File: src/rtl/mem_port_arbiter.sv
// Round-robin arbiter sharing one single-port byte memory between two requesters,
// with registered command capture, ready handshake and a timeout watchdog.
module mem_port_arbiter #(
    parameter int ADDR_W  = 7,
    parameter int DATA_W  = 8,
    parameter int TIMEOUT = 15
) (
    input  logic              clk,
    input  logic              rst,
    input  logic              req0,
    input  logic              req1,
    input  logic              we0,
    input  logic              we1,
    input  logic [ADDR_W-1:0] addr0,
    input  logic [ADDR_W-1:0] addr1,
    input  logic [DATA_W-1:0] wdata0,
    input  logic [DATA_W-1:0] wdata1,
    output logic              gnt0,
    output logic              gnt1,
    output logic              done0,
    output logic              done1,
    output logic              err0,
    output logic              err1,
    output logic [DATA_W-1:0] rdata0,
    output logic [DATA_W-1:0] rdata1,
    output logic              busy,
    output logic              mem_en,
    output logic              mem_w_en,
    output logic              mem_r_en,
    output logic [ADDR_W-1:0] mem_addr,
    output logic [DATA_W-1:0] mem_wdata,
    input  logic              mem_ready,
    input  logic [DATA_W-1:0] mem_rdata
);

    localparam int CNT_W = $clog2(TIMEOUT + 1);

    typedef enum logic {IDLE, ISSUE} state_t;

    state_t             state, state_next;
    logic               winner;
    logic               last_gnt;
    logic               we_r;
    logic [CNT_W-1:0]   cnt;
    logic               accept, pick, finish, expire;

    always_comb begin
        state_next = state;
        accept     = 1'b0;
        pick       = 1'b0;
        finish     = 1'b0;
        expire     = 1'b0;
        case (state)
            IDLE: begin
                if (req0 || req1) begin
                    accept     = 1'b1;
                    state_next = ISSUE;
                    // On a tie the requester that did not win last time goes next
                    pick       = (req0 && req1) ? ~last_gnt : req1;
                end
            end
            ISSUE: begin
                if (mem_ready) begin
                    finish     = 1'b1;
                    state_next = IDLE;
                end else if (cnt == CNT_W'(TIMEOUT - 1)) begin
                    expire     = 1'b1;
                    state_next = IDLE;
                end
            end
            default: state_next = IDLE;
        endcase
    end

    always_ff @(posedge clk) begin
        if (rst) begin
            state     <= IDLE;
            winner    <= 1'b0;
            last_gnt  <= 1'b1;
            we_r      <= 1'b0;
            cnt       <= '0;
            mem_addr  <= '0;
            mem_wdata <= '0;
            gnt0      <= 1'b0;
            gnt1      <= 1'b0;
            done0     <= 1'b0;
            done1     <= 1'b0;
            err0      <= 1'b0;
            err1      <= 1'b0;
            rdata0    <= '0;
            rdata1    <= '0;
        end else begin
            state <= state_next;
            gnt0  <= accept && !pick;
            gnt1  <= accept && pick;
            done0 <= (finish || expire) && !winner;
            done1 <= (finish || expire) && winner;
            err0  <= expire && !winner;
            err1  <= expire && winner;
            if (accept) begin
                winner    <= pick;
                we_r      <= pick ? we1 : we0;
                mem_addr  <= pick ? addr1 : addr0;
                mem_wdata <= pick ? wdata1 : wdata0;
                cnt       <= '0;
            end else if (state == ISSUE) begin
                cnt <= cnt + 1'b1;
            end
            if (finish || expire)
                last_gnt <= winner;
            if (finish && !we_r) begin
                if (winner)
                    rdata1 <= mem_rdata;
                else
                    rdata0 <= mem_rdata;
            end
        end
    end

    assign busy     = (state == ISSUE);
    assign mem_en   = busy;
    assign mem_w_en = busy && we_r;
    assign mem_r_en = busy && !we_r;

endmodule

File: config.mk
export PLATFORM = sky130hd
export DESIGN_NAME = mem_port_arbiter
export DESIGN_NICKNAME = d
export VERILOG_FILES = /design/src/rtl/mem_port_arbiter.sv
export SDC_FILE = /design/constraint.sdc
export NUM_CORES = 1
export LEC_CHECK = 0
export CAP_MARGIN = 20
export CORE_ASPECT_RATIO = 1.1
export CORE_MARGIN = 10
export CORE_UTILIZATION = 40
export DETAILED_ROUTE_END_ITERATION = 7
export PLACE_DENSITY = 0.83
export SLEW_MARGIN = 20
export SYNTH_ARGS = -nofsm -noshare
export SYNTH_HDL_FRONTEND = slang
export SYNTH_SLANG_ARGS = --single-unit
File: constraint.sdc
create_clock -name clk -period 1.5 [get_ports clk]
set_input_delay 0.3 -clock clk [delete_from_list [all_inputs] [get_ports clk]]
set_output_delay 0.3 -clock clk [all_outputs]
set_load 0.02 [all_outputs]
# Word level (Yosys, flattened, before mapping)
# Index checks and enable logic that the tools add are counted.
[word_totals] regBits=45 input_bits=45 output_inout_bits=41 word_cells=54
[classes] n_addsub=1 eq_ne=1 n_mux=16 n_bitwise=3 reduce_logical=18
[op_table] op="two-way mux 1 bit" n=13
[op_table] op="logical AND 1 bit" n=10
[op_table] op="two-way mux 8 bit" n=1
[op_table] op="two-way mux 7 bit" n=1
[op_table] op="adder 4 x 1 -> 4 bit (second input constant)" n=1
[op_table] op="equality test 4 bit (second input constant)" n=1
[op_table] op="AND reduction 2 bit" n=2
[op_table] op="zero test 1 bit" n=3
[op_table] op="inverter 1 bit" n=3
[op_table] op="logical OR 1 bit" n=2
[op_table] op="case mux 1 bit (2 select lines)" n=1
[op_table] op="OR reduction 2 bit" n=1

# Depth between registers and ports, before layout
# Gate-level depths: netlist of run 1.
[logic_depth] depth_word=6 mapped_depth=5 ltp_nobuf=5

# Least setup slack after synthesis of run 1
# Ideal clock, no wire load.
[synth_path] path_type="flip-flop to output port" startpoint="register state, in the netlist busy" endpoint="output port mem_r_en" arrival_time_ns=1.249 t_required_ns=1.200 slack_ns=-0.049 path_stages_with_launch=5 path_buffers=2 path_cell_list="dfxtp_1 buf_4 buf_2 inv_1 nor2_1"
[synth_via] elab_chain_cells=1
[synth_lines] item="start: declaration" line_no="40" rtl="state_t state, state_next;"
[synth_lines] item="start signal: assignment" line_no="93" rtl="state <= state_next;"
[synth_lines] item="logical AND 1 bit" line_no="123" rtl="assign mem_r_en = busy && !we_r;"
[synth_lines] item="end: declaration" line_no="29" rtl="output logic mem_r_en,"
# Every way passes these cells.

# Worst setup path in the final report of run 1
# Same ends and word-level chain as after synthesis.

==> metrics.yaml, run 1 <==
run_status:
  status: "completed"
synthesis:
  postSynthRegisterBits: 45
  yosys-top-cells-count: "dfxtp_1, nor2_1, nand2_1"
  synth.area.top_cells: "dfxtp_1, mux2i_1, nor2_1"
  ys_seq_area_share_pct: 50.1
  synth_area_leader_cell: "dfxtp_1"
  synth_edf_count: 0
  yosysTopAreaCellShare_pct: 50.1
  netlist_area_sq_um: 1800
  synth_ff_type: "dfxtp_1"
  ys_async_sr_fraction_pct: 0
  synth_cell_type_count: 35
  syn_nets: 239
  synth.most_common_cell: "dfxtp_1"
  avgSynthCellArea_sq_um: 9.37
  synthCells: 192
  ys_warn_count: 0
timing:
  period_share_pct: 92.5
  max_freq_ghz: 0.720
  rsz0062_at_grt: "no"
  finClkSkew_ps: 6.75
  setup_viol: 0
  setup_slack_ps: 112
  finalHoldViolations: 0
  slew_violations: 0
  tns_ps: 0
  fin_hold_ws_ps: 454
  relSlewSlack_pct: 73.8
  worst_slew_pin_slew_ps: 393
  min_period_ps: 1390
grt:
  grt_max_degree: 29
  grt_remaining_overflow: 0
  grt_pass1_wl_mm: 9.07
  track_usage_pct: 14.5
  grt_pass1_vias: 1702
  antenna_found_initial: 0
layout:
  final_core_util_pct: 65.8
  final_nets: 336
  multi_input_area_sq_um: 806
  diodes: 0
  fill_cells: 363
  syn_to_final_growth_pct: 57.8
  layout-drive-gt1-share_pct: 14.5
  fin_area_sq_um: 2840
  regArea_sq_um: 903
floorplan:
  die_w_microns: 83.9
  io_pins: 86
  die-area_sq_um: 7580
  row_count: 25
  initial_utilization_pct: 41.7
  die_h_microns: 90.3
  core_sq_um: 4320
cts:
  cts-buffers-inserted: 5
  clk_latency_ps: 300
  cts_root_buf: "clkbuf_8"
  cts_setup_buffers: 0
  htree_levels: 2
  cts_tree: "built"
  clkTransAtPathRegs_ps: 80
  cts_max_path_buffers: 2
  cts.sinks: 45
power:
  swShare_pct: 26.6
  intPower_w: 0.00197
  ir_worst_vdd_v: 0.000442
  p_per_area_nw_per_um2: 945
  power_frac_comb_pct: 21.2
  switchingPower_w: 0.000714
  p_leak_nw: 1.28
  p_clk_share_pct: 30.3
  seq_power_share_pct: 48.5
routing:
  totalWireLength_mm: 5.56
  vias: 1773
  wl_per_cell_microns: 16.2
  via_per_inst: 5.15
  ant_nets: 0
  drt_iter0_drc: 100
  drtPass1Iterations: 4
  drc_errors: 0
worst_hold_path:
  min_path_type: "reg -> reg"
setup_path:
  cpPeakStageDelay_ps: 370
  cp_cell_sequence: "inv_1 > nor2_2 > clkdlybuf4s15_2"
  critical_path_peak_fanout: 5
  critPathCaptureType: "output port"
  startpoint_type: "register"
  cp_slowest_cell: "dfxtp_2"
  crit_arrival_ps: 1090
  worstPathRequired_ps: 1200
  crit_type: "reg -> out"
placed_design:
  dpl.hpwl_mm: 4.27
  portBuffers: 85
  place_area_sq_um: 2790
  place_ws_ps: -180
  gp_congestion: 0.777
job:
  maxCapViolCount: 0
## worst max-delay path, delay by kind of cell, from the launching register on
kind                   cells  cell delay (ps)
AND/OR/NAND/NOR            1               90
buffers and inverters      2              340
flip-flops                 1              370
## placed cells by master (no fill, tap or decap), types with 2 or more instances in the layout
cell type / n
dfxtp_1: 43
a31oi_1: 2
mux2i_1: 9
nor4_1: 12
clkbuf_8: 7
dfxtp_2: 2
buf_4: 19
xor2_1: 2
and3_1: 10
dlygate4sd2_1: 37
nor2_1: 20
nand2_1: 18
nor3_1: 11
nand3_1: 3
o211ai_1: 2
inv_1: 2
a21oi_1: 9
nor2_2: 4
o21ai_0: 3
clkbuf_2: 3
a221o_1: 8
ha_1: 2
clkdlybuf4s50_1: 44
nand2b_1: 2
## through the flow
| step | total power (W) | std cells |
|---|---|---|
| after floorplan | 0.00161 | 192 |
| after global placement | 0.00193 | 336 |
| after detailed placement | 0.00195 | 336 |
| after CTS | 0.00271 | 344 |
| after global routing | 0.00281 | 344 |
| final | 0.00268 | 344 |
## power groups by stage
stage / combinational [W] / sequential [W] / clock [W]
after floorplan: 0.000212 / 0.00140 / 0
after CTS: 0.000576 / 0.00130 / 0.000835
final: 0.000569 / 0.00130 / 0.000814
after detailed placement: 0.000615 / 0.00133 / 0
after global routing: 0.000614 / 0.00131 / 0.000889
after global placement: 0.000607 / 0.00133 / 0
## worst paths after layout
path / startpoint / endpoint / slack [ps] / depth (start not counted)
worst min-delay path: rdata1[1] / rdata1[1] / 450 / 2
worst min register to register: rdata1[1] / rdata1[1] / 450 / 2
worst max register to register: busy / winner / 170 / 5
worst max-delay path: busy / mem_r_en / 110 / 3
## state kept, by name, indices dropped and copies added, names as in the netlist, 4 cells and up
| register | flops |
|---|---|
| mem_addr | 7 |
| mem_wdata | 8 |
| cnt | 4 |
| rdata0 | 8 |
| rdata1 | 8 |
## routing by layer
layer  global-route usage [%]  wire length [microns]  vias to the layer above
li1                         -                      -                      879
met1                     16.2                   2110                      836
met2                     24.4                   3000                       46
met3                     3.79                    253                       12
met4                     7.96                    204                        0
met5                        0                      0                        -
## final cells by class
class	instances	share of cell area, %
clock inverter	1	0.176
timing repair buffer	105	33.6
multi-input combinational	130	28.4
inverter	2	0.264
tap	54	2.38
sequential	45	31.8
clock buffer	7	3.39
## timing repair
action	4_1_cts	5_1_grt
gates resized for setup	45	7
endpoints found under the setup margin	41	6
hold buffers	0	0
## logic make-up (layout without fill, tap and decap cells)
family | count (synthesis) | count (layout) | synth area share [%]
fa+ha+maj | 2 | 2 | 1.39
buf+inv | 17 | 115 | 5.42
compound gates | 29 | 29 | 12.0
xor+xnor | 3 | 3 | 1.46
flops | 45 | 45 | 50.1
simple gates | 87 | 87 | 24.6
mux | 9 | 9 | 5.01
(Power assumes the default switching activity.)
==> run 2, diff against run 1 <==
- SETUP_SLACK_MARGIN: not set -> 0.5
==> run 2 against run 1 <==
Sequential share of layout area down 3.9 points. Clock skew down 2.6 ps. Highest routed layer unchanged. Critical path depth up 1. Total power up 15%. Count of clock-buffer cells in the layout unchanged. Worst setup slack better by 32 ps. Final cell count up 5.5%. Global-route usage up 1.5 points. Largest cell class unchanged.
==> metrics.yaml, run 2 (synthesized netlist as in run 1, its figures left out) <==
layout:
  diodes: 0  # unchanged
  syn_to_final_growth_pct: 91.1  # was 57.8%
  final_cell_mix: "buf_6, clkdlybuf4s50_1, dfxtp_2"  # was clkdlybuf4s50_1, dfxtp_1, dlygate4sd2_1
  layout-drive-gt1-share_pct: 52.4  # was 14.5%
  final_cells: 363  # was 344
  reg.largest.list: "mem_wdata (8), rdata0 (8), rdata1 (8)"  # unchanged
  final_core_util_pct: 79.7  # was 65.8%
  final_nets: 355  # was 336
  final_common_cell: "buf_6"  # was clkdlybuf4s50_1
cts:
  clkTransAtPathRegs_ps: 80  # about the same
  cts_max_path_buffers: 2  # unchanged
  clk_latency_ps: 290  # was 300 ps
  cts.sinks: 45  # unchanged
  cts-buffers-inserted: 5  # unchanged
  cts_root_buf: "clkbuf_8"  # unchanged
  hold_buffers: 0  # unchanged
  cts_tree: "built"  # unchanged
  htree_levels: 2  # unchanged
grt:
  grt_pass1_vias: 1979  # was 1702
  track_usage_pct: 16.0  # was 14.5%
  grt_max_degree: 29  # unchanged
  grt_pass1_wl_mm: 10.1  # was 9.07 mm
  gr-max-usage-layer: "met2"  # unchanged
  antenna_found_initial: 0  # unchanged
  grt_remaining_overflow: 0  # unchanged
  grt.met2_usage_pct: 29.2  # was 24.4%
  grt_use_met1_pct: 16.3  # was 16.2%
  grt_use_met3_pct: 3.52  # was 3.79%
floorplan:
  io_pins: 86  # unchanged
  initial_utilization_pct: 41.7  # unchanged
  die_h_microns: 90.3  # unchanged
  die_w_microns: 83.9  # unchanged
  row_count: 25  # unchanged
  core_sq_um: 4320  # unchanged
  die-area_sq_um: 7580  # unchanged
setup_path:
  cp_cell_sequence: "buf_6 > inv_4 > nor2_4 > buf_6"  # was inv_1 > nor2_2 > clkdlybuf4s15_2
  critPathCaptureType: "output port"  # unchanged
  critical_path_peak_fanout: 6  # was 5
  crit_top_cell: "buf_6"
  worstPathRequired_ps: 1200  # about the same
  cpPeakStageDelay_ps: 400  # was 370 ps
  crit_buf_inv: 3  # was 2
  cp_slowest_cell: "dfxtp_4"  # was dfxtp_2
  crit_type: "reg -> out"  # unchanged
  startpoint_type: "register"  # unchanged
  cp_top_family: "flip-flops"  # unchanged
  crit_arrival_ps: 1060  # was 1090 ps
routing:
  drc_errors: 0  # unchanged
  ant_nets: 0  # unchanged
  drt_iter0_drc: 82  # was 100
  totalWireLength_mm: 6.68  # was 5.56 mm
  wl_per_cell_microns: 18.4  # was 16.2 microns
  drtPass1Iterations: 4  # unchanged
  via_per_inst: 5.28  # was 5.15
  vias: 1917  # was 1773
timing:
  worst_slew_pin_slew_ps: 469  # was 393 ps
  setup_viol: 0  # unchanged
  min_period_ps: 1360  # was 1390 ps
  rsz0062_at_grt: "yes"  # was no
  slew_violations: 0  # unchanged
  relSlewSlack_pct: 68.7  # was 73.8%
  period_share_pct: 90.4  # was 92.5%
  setup_slack_ps: 144  # was 112 ps
  max_freq_ghz: 0.738  # was 0.720 GHz
  tns_ps: 0  # unchanged
  finClkSkew_ps: 4.20  # was 6.75 ps
  finalHoldViolations: 0  # unchanged
placed_design:
  dpl.hpwl_mm: 4.32  # was 4.27 mm
  portBuffers: 85  # unchanged
  place_ws_ps: -218  # was -180 ps
  placed_cells: 334  # was 336
  gp_congestion: 0.794  # was 0.777
job:
  maxCapViolCount: 0  # unchanged
power:
  p_leak_nw: 1.43  # was 1.28 nW
  ir_worst_vdd_v: 0.000587  # was 0.000442 V
  p_per_area_nw_per_um2: 895  # was 945 nW/um^2
run_status:
  status: "completed"  # unchanged
worst_hold_path:
  min_path_type: "reg -> reg"  # unchanged
==> run 2: per-layer routing <==
metal	vias to the layer above	share of wire, %
met1	913	37
met5	-	0
li1	917	-
met3	21	5.2
met2	66	54
met4	0	3.7
==> run 2: path summary, 6_finish.rpt <==
check	start	endpoint	slack [ps]	cells after the start
worst max-delay path	busy	mem_r_en	140	4
worst min-delay path	rdata1[2]	rdata1[2]	480	2
worst max register to register	busy	mem_wdata[0]	160	5
worst min register to register	rdata1[2]	rdata1[2]	480	2
==> run 2: layout make-up <==
class	instances	area, sq um
clock buffers	7	86.3
clock inverters	1	30.0
fillers	238	878
inverters	2	10.0
multi-input cells	130	981
flip-flops and latches	45	960
well taps	54	67.6
repair buffers	124	1300
==> run 2: report_power, final <==
part	leakage, nW	internal [W]	switching, W	total (W)
combinational	0.982	0.000463	0.000347	0.000811
clock	0.0585	0.000543	0.000393	0.000936
sequential	0.386	0.00127	0.0000576	0.00133
==> run 2: worst register-to-register path: cells and delay by family (launching register included) <==
kind,cells,cell delay [ps]
flops,1,380
simple gates,2,200
buf+inv,2,400
compound gates,1,260
==> run 2: through the flow <==
stage | area, sq um | total power (W) | hold WS, ps
finish | 3440 | 0.00308 | 476
global route | 3440 | 0.00318 | 491
CTS | 3280 | 0.00301 | 471
detailed placement | 2840 | 0.00196 | 454
global placement | 2840 | 0.00195 | 446
floorplan | 1870 | 0.00163 | 438
==> run 2: what timing repair did <==
action | in CTS | in global routing
gates resized for setup | 317 | 21
setup buffers | 11 | 9
hold endpoints to repair | 0 | 0
gates cloned | 1 | 0
endpoints found under the setup margin | 86 | 86
pin swaps | 9 | 6
==> run 3, diff against run 2 <==
- SETUP_SLACK_MARGIN: 0.5 -> not set
==> results of run 3 <==
The final DEF is identical to that of run 1; final timing and power are the same.
